<file path="config.mk">
export PLATFORM = sky130hd
export DESIGN_NAME = spi_flash_writer_flat
export DESIGN_NICKNAME = d
export VERILOG_FILES = /design/src/rtl/spi_flash_writer_if.sv /design/src/rtl/spi_flash_writer.sv /design/src/flat_wrapper.sv
export SDC_FILE = /design/constraint.sdc
export NUM_CORES = 1
export LEC_CHECK = 0
export BUFFER_PORTS_ARGS = -buffer_cell sky130_fd_sc_hd__buf_2
export CORE_MARGIN = 10
export CORE_UTILIZATION = 37
export DETAILED_ROUTE_END_ITERATION = 12
export HOLD_SLACK_MARGIN = 0.02
export PLACE_DENSITY_LB_ADDON = 0.08
export SETUP_SLACK_MARGIN = 0.15
export SLEW_MARGIN = 30
export SYNTH_ARGS = -nofsm -noshare
export SYNTH_HDL_FRONTEND = slang
export SYNTH_SLANG_ARGS = --single-unit
</file>
<file path="constraint.sdc">
create_clock -name clk -period 2.05 [get_ports clk]
set_clock_uncertainty 0.2 [all_clocks]
set_input_delay 0.205 -clock clk [delete_from_list [all_inputs] [get_ports clk]]
set_output_delay 0.205 -clock clk [all_outputs]
set_load 0.01 [all_outputs]
</file>
<file path="src/rtl/spi_flash_writer_if.sv">
// -----------------------------------------------------------------------------
// spi_flash_writer_if
//   Request/response bundle between the sensor arbitration block (master) and
//   the SPI-flash write engine (slave).
//
//   flash_write_start  master -> slave  request strobe, taken only while ready=1
//   flash_write_data   master -> slave  word to program (DATA_WIDTH bits)
//   flash_write_addr   master -> slave  word address (ADDR_WIDTH bits)
//   flash_write_ready  slave -> master  engine idle, able to accept a request
//   write_error        slave -> master  one-cycle pulse on status-poll timeout
//   last_status        slave -> master  most recent RDSR status byte
// -----------------------------------------------------------------------------
interface spi_flash_writer_if #(
    parameter int DATA_WIDTH = 16,
    parameter int ADDR_WIDTH = 24
);
    logic                  flash_write_start;
    logic [DATA_WIDTH-1:0] flash_write_data;
    logic [ADDR_WIDTH-1:0] flash_write_addr;
    logic                  flash_write_ready;
    logic                  write_error;
    logic [7:0]            last_status;

    modport master (
        output flash_write_start,
        output flash_write_data,
        output flash_write_addr,
        input  flash_write_ready,
        input  write_error,
        input  last_status
    );

    modport slave (
        input  flash_write_start,
        input  flash_write_data,
        input  flash_write_addr,
        output flash_write_ready,
        output write_error,
        output last_status
    );
endinterface

</file>
<file path="src/rtl/spi_flash_writer.sv">
// -----------------------------------------------------------------------------
// spi_flash_writer
//   SPI-flash write engine. Each accepted request issues WREN, then PAGE
//   PROGRAM with a 24-bit byte address and the data word (MSB first), then
//   polls RDSR until the WIP bit clears. SPI mode 0, single chip select.
//
// Ports
//   clk        system clock
//   rst_n      asynchronous active-low reset; aborts any transfer at once
//   bus        spi_flash_writer_if.slave: start/data/addr in,
//              ready/write_error/last_status out
//   spi_cs_n   flash chip select, active low
//   spi_sclk   SPI clock, idles low
//   spi_mosi   serial data to flash, 0 whenever cs_n is high
//   spi_miso   serial data from flash, sampled on the clk edge where sclk rises
//
// Build option
//   FLASH_POLL_TIMEOUT_EN  when defined, give up after POLL_MAX busy polls,
//                          return to idle and pulse write_error for one cycle.
//                          When undefined, polling repeats indefinitely and
//                          write_error is tied to 0.
//
// state | meaning
// ------+-------------------------------------------------------------------
// IDLE  | ready=1, cs_n high, waiting for flash_write_start
// WREN  | 8-bit write-enable command 0x06
// GAP1  | cs_n high for CS_HIGH_CYCLES before the program command
// PROG  | 0x02, 24-bit byte address, data word high byte first
// GAP2  | cs_n high for CS_HIGH_CYCLES before a status poll
// POLL  | 0x05 plus 8 dummy bits; miso shifted into the status byte
// CHECK | no cycle of its own: decided on the edge that ends POLL, so ready
//       | rises (or the next GAP2 starts) on the same edge cs_n goes high
// -----------------------------------------------------------------------------
module spi_flash_writer #(
    parameter int DATA_WIDTH     = 16,
    parameter int ADDR_WIDTH     = 24,
    parameter int CLK_DIV        = 2,
    parameter int CS_HIGH_CYCLES = 4,
    parameter int POLL_MAX       = 1024
) (
    input  logic              clk,
    input  logic              rst_n,
    spi_flash_writer_if.slave bus,
    output logic              spi_cs_n,
    output logic              spi_sclk,
    output logic              spi_mosi,
    input  logic              spi_miso
);

    if ((DATA_WIDTH < 8) || (DATA_WIDTH % 8 != 0)) begin : g_bad_data_width
        $error("spi_flash_writer: DATA_WIDTH must be a nonzero multiple of 8");
    end
    if (CLK_DIV < 1) begin : g_bad_clk_div
        $error("spi_flash_writer: CLK_DIV must be at least 1");
    end
    if (CS_HIGH_CYCLES < 1) begin : g_bad_cs_high
        $error("spi_flash_writer: CS_HIGH_CYCLES must be at least 1");
    end
    if (POLL_MAX < 1) begin : g_bad_poll_max
        $error("spi_flash_writer: POLL_MAX must be at least 1");
    end

    localparam logic [2:0] ST_IDLE = 3'd0;
    localparam logic [2:0] ST_WREN = 3'd1;
    localparam logic [2:0] ST_GAP1 = 3'd2;
    localparam logic [2:0] ST_PROG = 3'd3;
    localparam logic [2:0] ST_GAP2 = 3'd4;
    localparam logic [2:0] ST_POLL = 3'd5;

    // Longest frame is PAGE PROGRAM; every frame is left-aligned in tx_sr.
    localparam int FRAME_BITS = 8 + 24 + DATA_WIDTH;
    localparam int BIT_W      = $clog2(FRAME_BITS + 1);
    localparam int DIV_W      = (CLK_DIV > 1) ? $clog2(CLK_DIV + 1) : 1;
    localparam int GAP_W      = (CS_HIGH_CYCLES > 1) ? $clog2(CS_HIGH_CYCLES + 1) : 1;

    localparam logic [BIT_W-1:0] WREN_LAST = BIT_W'(7);
    localparam logic [BIT_W-1:0] PROG_LAST = BIT_W'(FRAME_BITS - 1);
    localparam logic [BIT_W-1:0] POLL_LAST_BIT = BIT_W'(15);
    localparam logic [BIT_W-1:0] RX_FIRST  = BIT_W'(8);
    localparam logic [DIV_W-1:0] DIV_LAST  = DIV_W'(CLK_DIV - 1);
    localparam logic [GAP_W-1:0] GAP_LAST  = GAP_W'(CS_HIGH_CYCLES - 1);

    logic [2:0]            state;
    logic [BIT_W-1:0]      bit_cnt;
    logic [BIT_W-1:0]      bit_last;
    logic [DIV_W-1:0]      div_cnt;
    logic [GAP_W-1:0]      gap_cnt;
    logic [FRAME_BITS-1:0] tx_sr;
    logic [FRAME_BITS-1:0] wren_frame;
    logic [FRAME_BITS-1:0] prog_frame;
    logic [FRAME_BITS-1:0] poll_frame;
    logic [FRAME_BITS-1:0] gap_frame;
    logic [DATA_WIDTH-1:0] data_q;
    logic [23:0]           byte_addr_q;
    logic [23:0]           byte_addr_in;
    logic [ADDR_WIDTH:0]   addr_x;
    logic [7:0]            rx_sr;
    logic [7:0]            last_status_q;
    logic                  ready_q;

    // Word address to byte address; the size cast truncates wide addresses
    // and zero-extends narrow ones to the flash's 24-bit address field.
    assign addr_x       = {bus.flash_write_addr, 1'b0};
    assign byte_addr_in = 24'(addr_x);

    assign wren_frame = {8'h06, {(FRAME_BITS - 8){1'b0}}};
    assign prog_frame = {8'h02, byte_addr_q, data_q};
    assign poll_frame = {8'h05, {(FRAME_BITS - 8){1'b0}}};
    assign gap_frame  = (state == ST_GAP1) ? prog_frame : poll_frame;

    always_comb begin
        bit_last = POLL_LAST_BIT;
        case (state)
            ST_WREN: bit_last = WREN_LAST;
            ST_PROG: bit_last = PROG_LAST;
            default: bit_last = POLL_LAST_BIT;
        endcase
    end

    assign bus.flash_write_ready = ready_q;
    assign bus.last_status       = last_status_q;

`ifdef FLASH_POLL_TIMEOUT_EN
    localparam int POLL_W = (POLL_MAX > 1) ? $clog2(POLL_MAX + 1) : 1;
    localparam logic [POLL_W-1:0] POLL_LAST = POLL_W'(POLL_MAX - 1);

    logic [POLL_W-1:0] poll_cnt;
    logic              write_error_q;

    assign bus.write_error = write_error_q;
`else
    assign bus.write_error = 1'b0;
`endif

    always_ff @(posedge clk or negedge rst_n) begin
        if (!rst_n) begin
            state         <= ST_IDLE;
            bit_cnt       <= '0;
            div_cnt       <= '0;
            gap_cnt       <= '0;
            tx_sr         <= '0;
            data_q        <= '0;
            byte_addr_q   <= '0;
            rx_sr         <= '0;
            last_status_q <= '0;
            ready_q       <= 1'b1;
            spi_cs_n      <= 1'b1;
            spi_sclk      <= 1'b0;
            spi_mosi      <= 1'b0;
`ifdef FLASH_POLL_TIMEOUT_EN
            poll_cnt      <= '0;
            write_error_q <= 1'b0;
`endif
        end else begin
`ifdef FLASH_POLL_TIMEOUT_EN
            write_error_q <= 1'b0;
`endif
            case (state)
                ST_IDLE: begin
                    if (bus.flash_write_start) begin
                        data_q      <= bus.flash_write_data;
                        byte_addr_q <= byte_addr_in;
                        ready_q     <= 1'b0;
                        state       <= ST_WREN;
                        // cs_n falls with the first command bit already driven
                        spi_cs_n    <= 1'b0;
                        spi_mosi    <= wren_frame[FRAME_BITS-1];
                        tx_sr       <= wren_frame << 1;
                        bit_cnt     <= '0;
                        div_cnt     <= '0;
                        gap_cnt     <= '0;
`ifdef FLASH_POLL_TIMEOUT_EN
                        poll_cnt    <= '0;
`endif
                    end
                end

                ST_GAP1, ST_GAP2: begin
                    if (gap_cnt == GAP_LAST) begin
                        state    <= (state == ST_GAP1) ? ST_PROG : ST_POLL;
                        spi_cs_n <= 1'b0;
                        spi_mosi <= gap_frame[FRAME_BITS-1];
                        tx_sr    <= gap_frame << 1;
                        bit_cnt  <= '0;
                        div_cnt  <= '0;
                        gap_cnt  <= '0;
                    end else begin
                        gap_cnt <= gap_cnt + GAP_W'(1);
                    end
                end

                ST_WREN, ST_PROG, ST_POLL: begin
                    if (div_cnt != DIV_LAST) begin
                        div_cnt <= div_cnt + DIV_W'(1);
                    end else if (!spi_sclk) begin
                        // Rising sclk edge: the flash has had a full low
                        // phase to settle miso, so sample it now.
                        div_cnt  <= '0;
                        spi_sclk <= 1'b1;
                        if ((state == ST_POLL) && (bit_cnt >= RX_FIRST)) begin
                            rx_sr <= {rx_sr[6:0], spi_miso};
                        end
                    end else begin
                        div_cnt  <= '0;
                        spi_sclk <= 1'b0;
                        if (bit_cnt != bit_last) begin
                            bit_cnt  <= bit_cnt + BIT_W'(1);
                            spi_mosi <= tx_sr[FRAME_BITS-1];
                            tx_sr    <= tx_sr << 1;
                        end else begin
                            spi_cs_n <= 1'b1;
                            spi_mosi <= 1'b0;
                            bit_cnt  <= '0;
                            gap_cnt  <= '0;
                            case (state)
                                ST_WREN: state <= ST_GAP1;
                                ST_PROG: state <= ST_GAP2;
                                default: begin
                                    last_status_q <= rx_sr;
                                    if (rx_sr[0]) begin
`ifdef FLASH_POLL_TIMEOUT_EN
                                        if (poll_cnt == POLL_LAST) begin
                                            state         <= ST_IDLE;
                                            ready_q       <= 1'b1;
                                            write_error_q <= 1'b1;
                                        end else begin
                                            poll_cnt <= poll_cnt + POLL_W'(1);
                                            state    <= ST_GAP2;
                                        end
`else
                                        state <= ST_GAP2;
`endif
                                    end else begin
                                        state   <= ST_IDLE;
                                        ready_q <= 1'b1;
                                    end
                                end
                            endcase
                        end
                    end
                end

                default: begin
                    state    <= ST_IDLE;
                    ready_q  <= 1'b1;
                    spi_cs_n <= 1'b1;
                    spi_sclk <= 1'b0;
                    spi_mosi <= 1'b0;
                end
            endcase
        end
    end

endmodule

</file>
<file path="src/flat_wrapper.sv">
// flat-port wrapper written by rule: the top's interface ports become plain ports
module spi_flash_writer_flat 
#(
    parameter int DATA_WIDTH     = 16,
    parameter int ADDR_WIDTH     = 24,
    parameter int CLK_DIV        = 2,
    parameter int CS_HIGH_CYCLES = 4,
    parameter int POLL_MAX       = 1024
)
  (clk, rst_n, spi_cs_n, spi_sclk, spi_mosi, spi_miso, bus_flash_write_start, bus_flash_write_data, bus_flash_write_addr, bus_flash_write_ready, bus_write_error, bus_last_status);
  spi_flash_writer_if #(.DATA_WIDTH(DATA_WIDTH), .ADDR_WIDTH(ADDR_WIDTH)) bus_i ();
  input  logic clk;
  input  logic rst_n;
  output logic spi_cs_n;
  output logic spi_sclk;
  output logic spi_mosi;
  input  logic spi_miso;
  input wire logic [$bits(bus_i.flash_write_start)-1:0] bus_flash_write_start;
  input wire logic [$bits(bus_i.flash_write_data)-1:0] bus_flash_write_data;
  input wire logic [$bits(bus_i.flash_write_addr)-1:0] bus_flash_write_addr;
  output wire logic [$bits(bus_i.flash_write_ready)-1:0] bus_flash_write_ready;
  output wire logic [$bits(bus_i.write_error)-1:0] bus_write_error;
  output wire logic [$bits(bus_i.last_status)-1:0] bus_last_status;
  assign bus_i.flash_write_start = bus_flash_write_start;
  assign bus_i.flash_write_data = bus_flash_write_data;
  assign bus_i.flash_write_addr = bus_flash_write_addr;
  assign bus_flash_write_ready = bus_i.flash_write_ready;
  assign bus_write_error = bus_i.write_error;
  assign bus_last_status = bus_i.last_status;
  spi_flash_writer #(.DATA_WIDTH(DATA_WIDTH), .ADDR_WIDTH(ADDR_WIDTH), .CLK_DIV(CLK_DIV), .CS_HIGH_CYCLES(CS_HIGH_CYCLES), .POLL_MAX(POLL_MAX)) u_core (.clk(clk), .rst_n(rst_n), .bus(bus_i), .spi_cs_n(spi_cs_n), .spi_sclk(spi_sclk), .spi_mosi(spi_mosi), .spi_miso(spi_miso));
endmodule
</file>
==> out/qor.yml <==
logic_synthesis:
  synth_flop_cell: "dfrtp_1"
  synthCells: 392
  yosysSeqAreaShare_pct: 54.8
  ys_ff_latch: 120
  synth_fp_nets: 439
  synth.distinct_cells: 55
  ys_warn_count: 0
  async_reset_ff_share_pct: 100
  syn_area_per_cell_um2: 14.0
  synth_enable_flop_cells: 0
  netlist_area_um2: 5480
sta:
  rsz0062_at_grt: "yes"
  slew_headroom_pct: 66.0
  fin_setup_tns_ns: -1.94
  setup_ws_ns: -0.0805
  maxSlewViolCount: 0
  min_period_over_period_pct: 104
  tightest_slew_ns: 0.508
  hold_viol_final: 0
  setup_violations: 42
  worst_hold_slack_ns: 0.0928
  fmax_mhz: 469
  min_period_ns: 2.13
layout:
  drive_above_1_share_pct: 53.3
  final_cell_mix: "dfrtp_1, mux2_4, buf_2"
  area_growth_pct: 49.8
  antenna_cells: 0
  final-instance-count-excl-fill: 760
  final_common_cell: "dfrtp_1"
  fillers: 1187
  nets: 611
floorplan:
  die_y_um: 142
  initial_core_util_pct: 37.7
  io_pins: 57
  dieArea_um2: 20100
  coreArea_um2: 14500
  rows: 44
  die_w_um: 142
global_route:
  grt_overflow: 0
  grt_max_degree: 55
  grt_pass1_vias: 4241
  antenna_found_initial: 0
  grt_first_pass_wirelength_um: 22200
  grt_use_total_pct: 13.8
clock_tree:
  insertion_delay_ns: 0.41
  cts_tree: "built"
  numCtsBuffers: 17
  cts_buffer_depth: 2
  htreeDepth: 4
  clk_pin_slew_ns: 0.06
  ctsRootBufferMaster: "clkbuf_16"
  cts_sinks: 120
place:
  post-place-ws_ns: -0.102
  gp_congestion: 0.808
  dp_hpwl_um: 7630
  dp.cells: 654
  port_buffers: 54
job:
  cap_violations: 0
critical_path:
  worstRegToRegCells: 8
  cp_max_fo: 6
  worstPathArrival_ns: 2.23
  crit_path_start_kind: "register"
  crit_path_cell_trace: "ha_2 > nor2b_4 > a211o_4 > nand3_4 > a31oi_4 > buf_12 > clkbuf_16 > mux2_4"
  critical_path.slowest_cell: "dfrtp_1"
  required_ns: 2.15
  crit_path_end_kind: "register"
  criticalPathCategory: "register to register"
  slowest_delay_ns: 0.39
power:
  vdd_drop_max_v: 0.000615
  power_leakage_nw: 3.94
  pwr_density_cell_nw_per_um2: 661
drt:
  drc: 0
  wire_per_inst_um: 17.9
  num_vias: 3806
  drt-total-wl_um: 13600
  dr.pass1.iters: 4
  drtIter0Drc: 192
  vias_per_cell: 5.01
  ant_nets: 0
status:
  status: "complete, but fails checks"
  violations: "setup timing"
hold_path:
  hold_path.class: "input pin to async pin"
==> per-layer routing <==
metal | up-vias | track usage, % | wire, um
li1 | 1794 | - | -
met1 | 1922 | 17.7 | 6360
met2 | 73 | 21.5 | 6420
met3 | 17 | 4.57 | 630
met4 | 0 | 4.52 | 190
met5 | - | 0 | 0
==> power breakdown <==
part / internal (mW) / switching, mW
sequential: 2.37 / 0
combinational: 0.0882 / 0.0710
clock: 1.87 / 1.03
total: 4.33 / 1.10
==> kinds of logic after synthesis <==
logic type,Yosys count,share of synthesized area (%)
AND/OR/NAND/NOR,49,5.48
XOR/XNOR,5,0.799
flip-flops,120,54.8
AO/OA/AOI/OAI,84,12.5
other,1,0.0684
adder cells (fa/ha/maj),3,0.685
buffers and inverters,34,3.31
multiplexers,96,22.4
==> synth_stat cells, drive strengths merged (4+ instances only) <==
cell    number  share of area [%]
nand2        7               0.48
inv          8               0.55
a21oi        5               0.66
clkbuf      10               0.68
buf         16                2.1
dfrtp      118                 54
xor2         4               0.64
and3         5               0.57
o21ai       13                1.3
a22o        45                7.2
mux2        95                 22
nor2        12               0.82
and2         4               0.46
==> worst paths after layout <==
kind / endpoint / slack, ns / from
max: u_core.tx_sr[34] / -0.08 / u_core.gap_cnt[0]
min: u_core.bit_cnt[1] / 0.09 / rst_n
max reg2reg: u_core.tx_sr[34] / -0.08 / u_core.gap_cnt[0]
min reg2reg: u_core.gap_cnt[0] / 0.30 / u_core.gap_cnt[0]
max in group asynchronous: u_core.byte_addr_q[9] / 0.91 / rst_n
min in group clk: u_core.gap_cnt[0] / 0.23 / bus_flash_write_start
==> metrics by stage <==
| stage | cell area (um2) | util (%) | power, mW |
|---|---|---|---|
| floorplan | 5510 | - | 2.42 |
| global placement | 6320 | 43.5 | 2.51 |
| detailed placement | 6320 | 43.5 | 2.51 |
| CTS | 7940 | 54.6 | 5.50 |
| global route | 8210 | 56.5 | 5.63 |
| finish | 8210 | 56.5 | 5.43 |
==> final cells by class <==
| type | count | area, um2 | area share, % |
|---|---|---|---|
| Inverter | 8 | 30.0 | 0.366 |
| Multi-Input combinational cell | 238 | 2660 | 32.4 |
| Timing Repair Buffer | 179 | 1710 | 20.8 |
| Clock buffer | 23 | 478 | 5.82 |
| Clock inverter | 8 | 96.3 | 1.17 |
| Tap cell | 184 | 230 | 2.80 |
| Sequential cell | 120 | 3010 | 36.6 |
==> what timing repair did <==
item / CTS / global route
setup endpoints to repair: 112 / 116
gates cloned: 8 / 2
setup buffers: 14 / 10
resized for setup: 86 / 41
hold buffers: 41 / 0
hold endpoints to repair: 158 / 0
pin swaps: 9 / 17
==> state kept, by name, indices dropped and copies added, names as in the netlist <==
| register | flops |
|---|---|
| u_core.rx_sr | 8 |
| u_core.spi_sclk | 1 |
| u_core.spi_cs_n | 1 |
| u_core.bus.flash_write_ready | 1 |
| u_core.gap_cnt | 3 |
| u_core.spi_mosi | 1 |
| u_core.bit_cnt | 6 |
| u_core.div_cnt | 2 |
| u_core.data_q | 16 |
| u_core.tx_sr | 47 |
| u_core.bus.last_status | 8 |
| u_core.state | 3 |
| u_core.byte_addr_q | 23 |
==> worst max-delay path, delay by kind of cell, from the launching register on <==
family                   cells  cell delay [ns]
flip-flops                   1             0.39
multiplexers                 1             0.30
AND/OR/NAND/NOR              2             0.22
adder cells (fa/ha/maj)      1             0.19
AO/OA/AOI/OAI                2             0.34
buffers and inverters        2             0.34
Note: power is estimated with default switching activity, not from simulation.
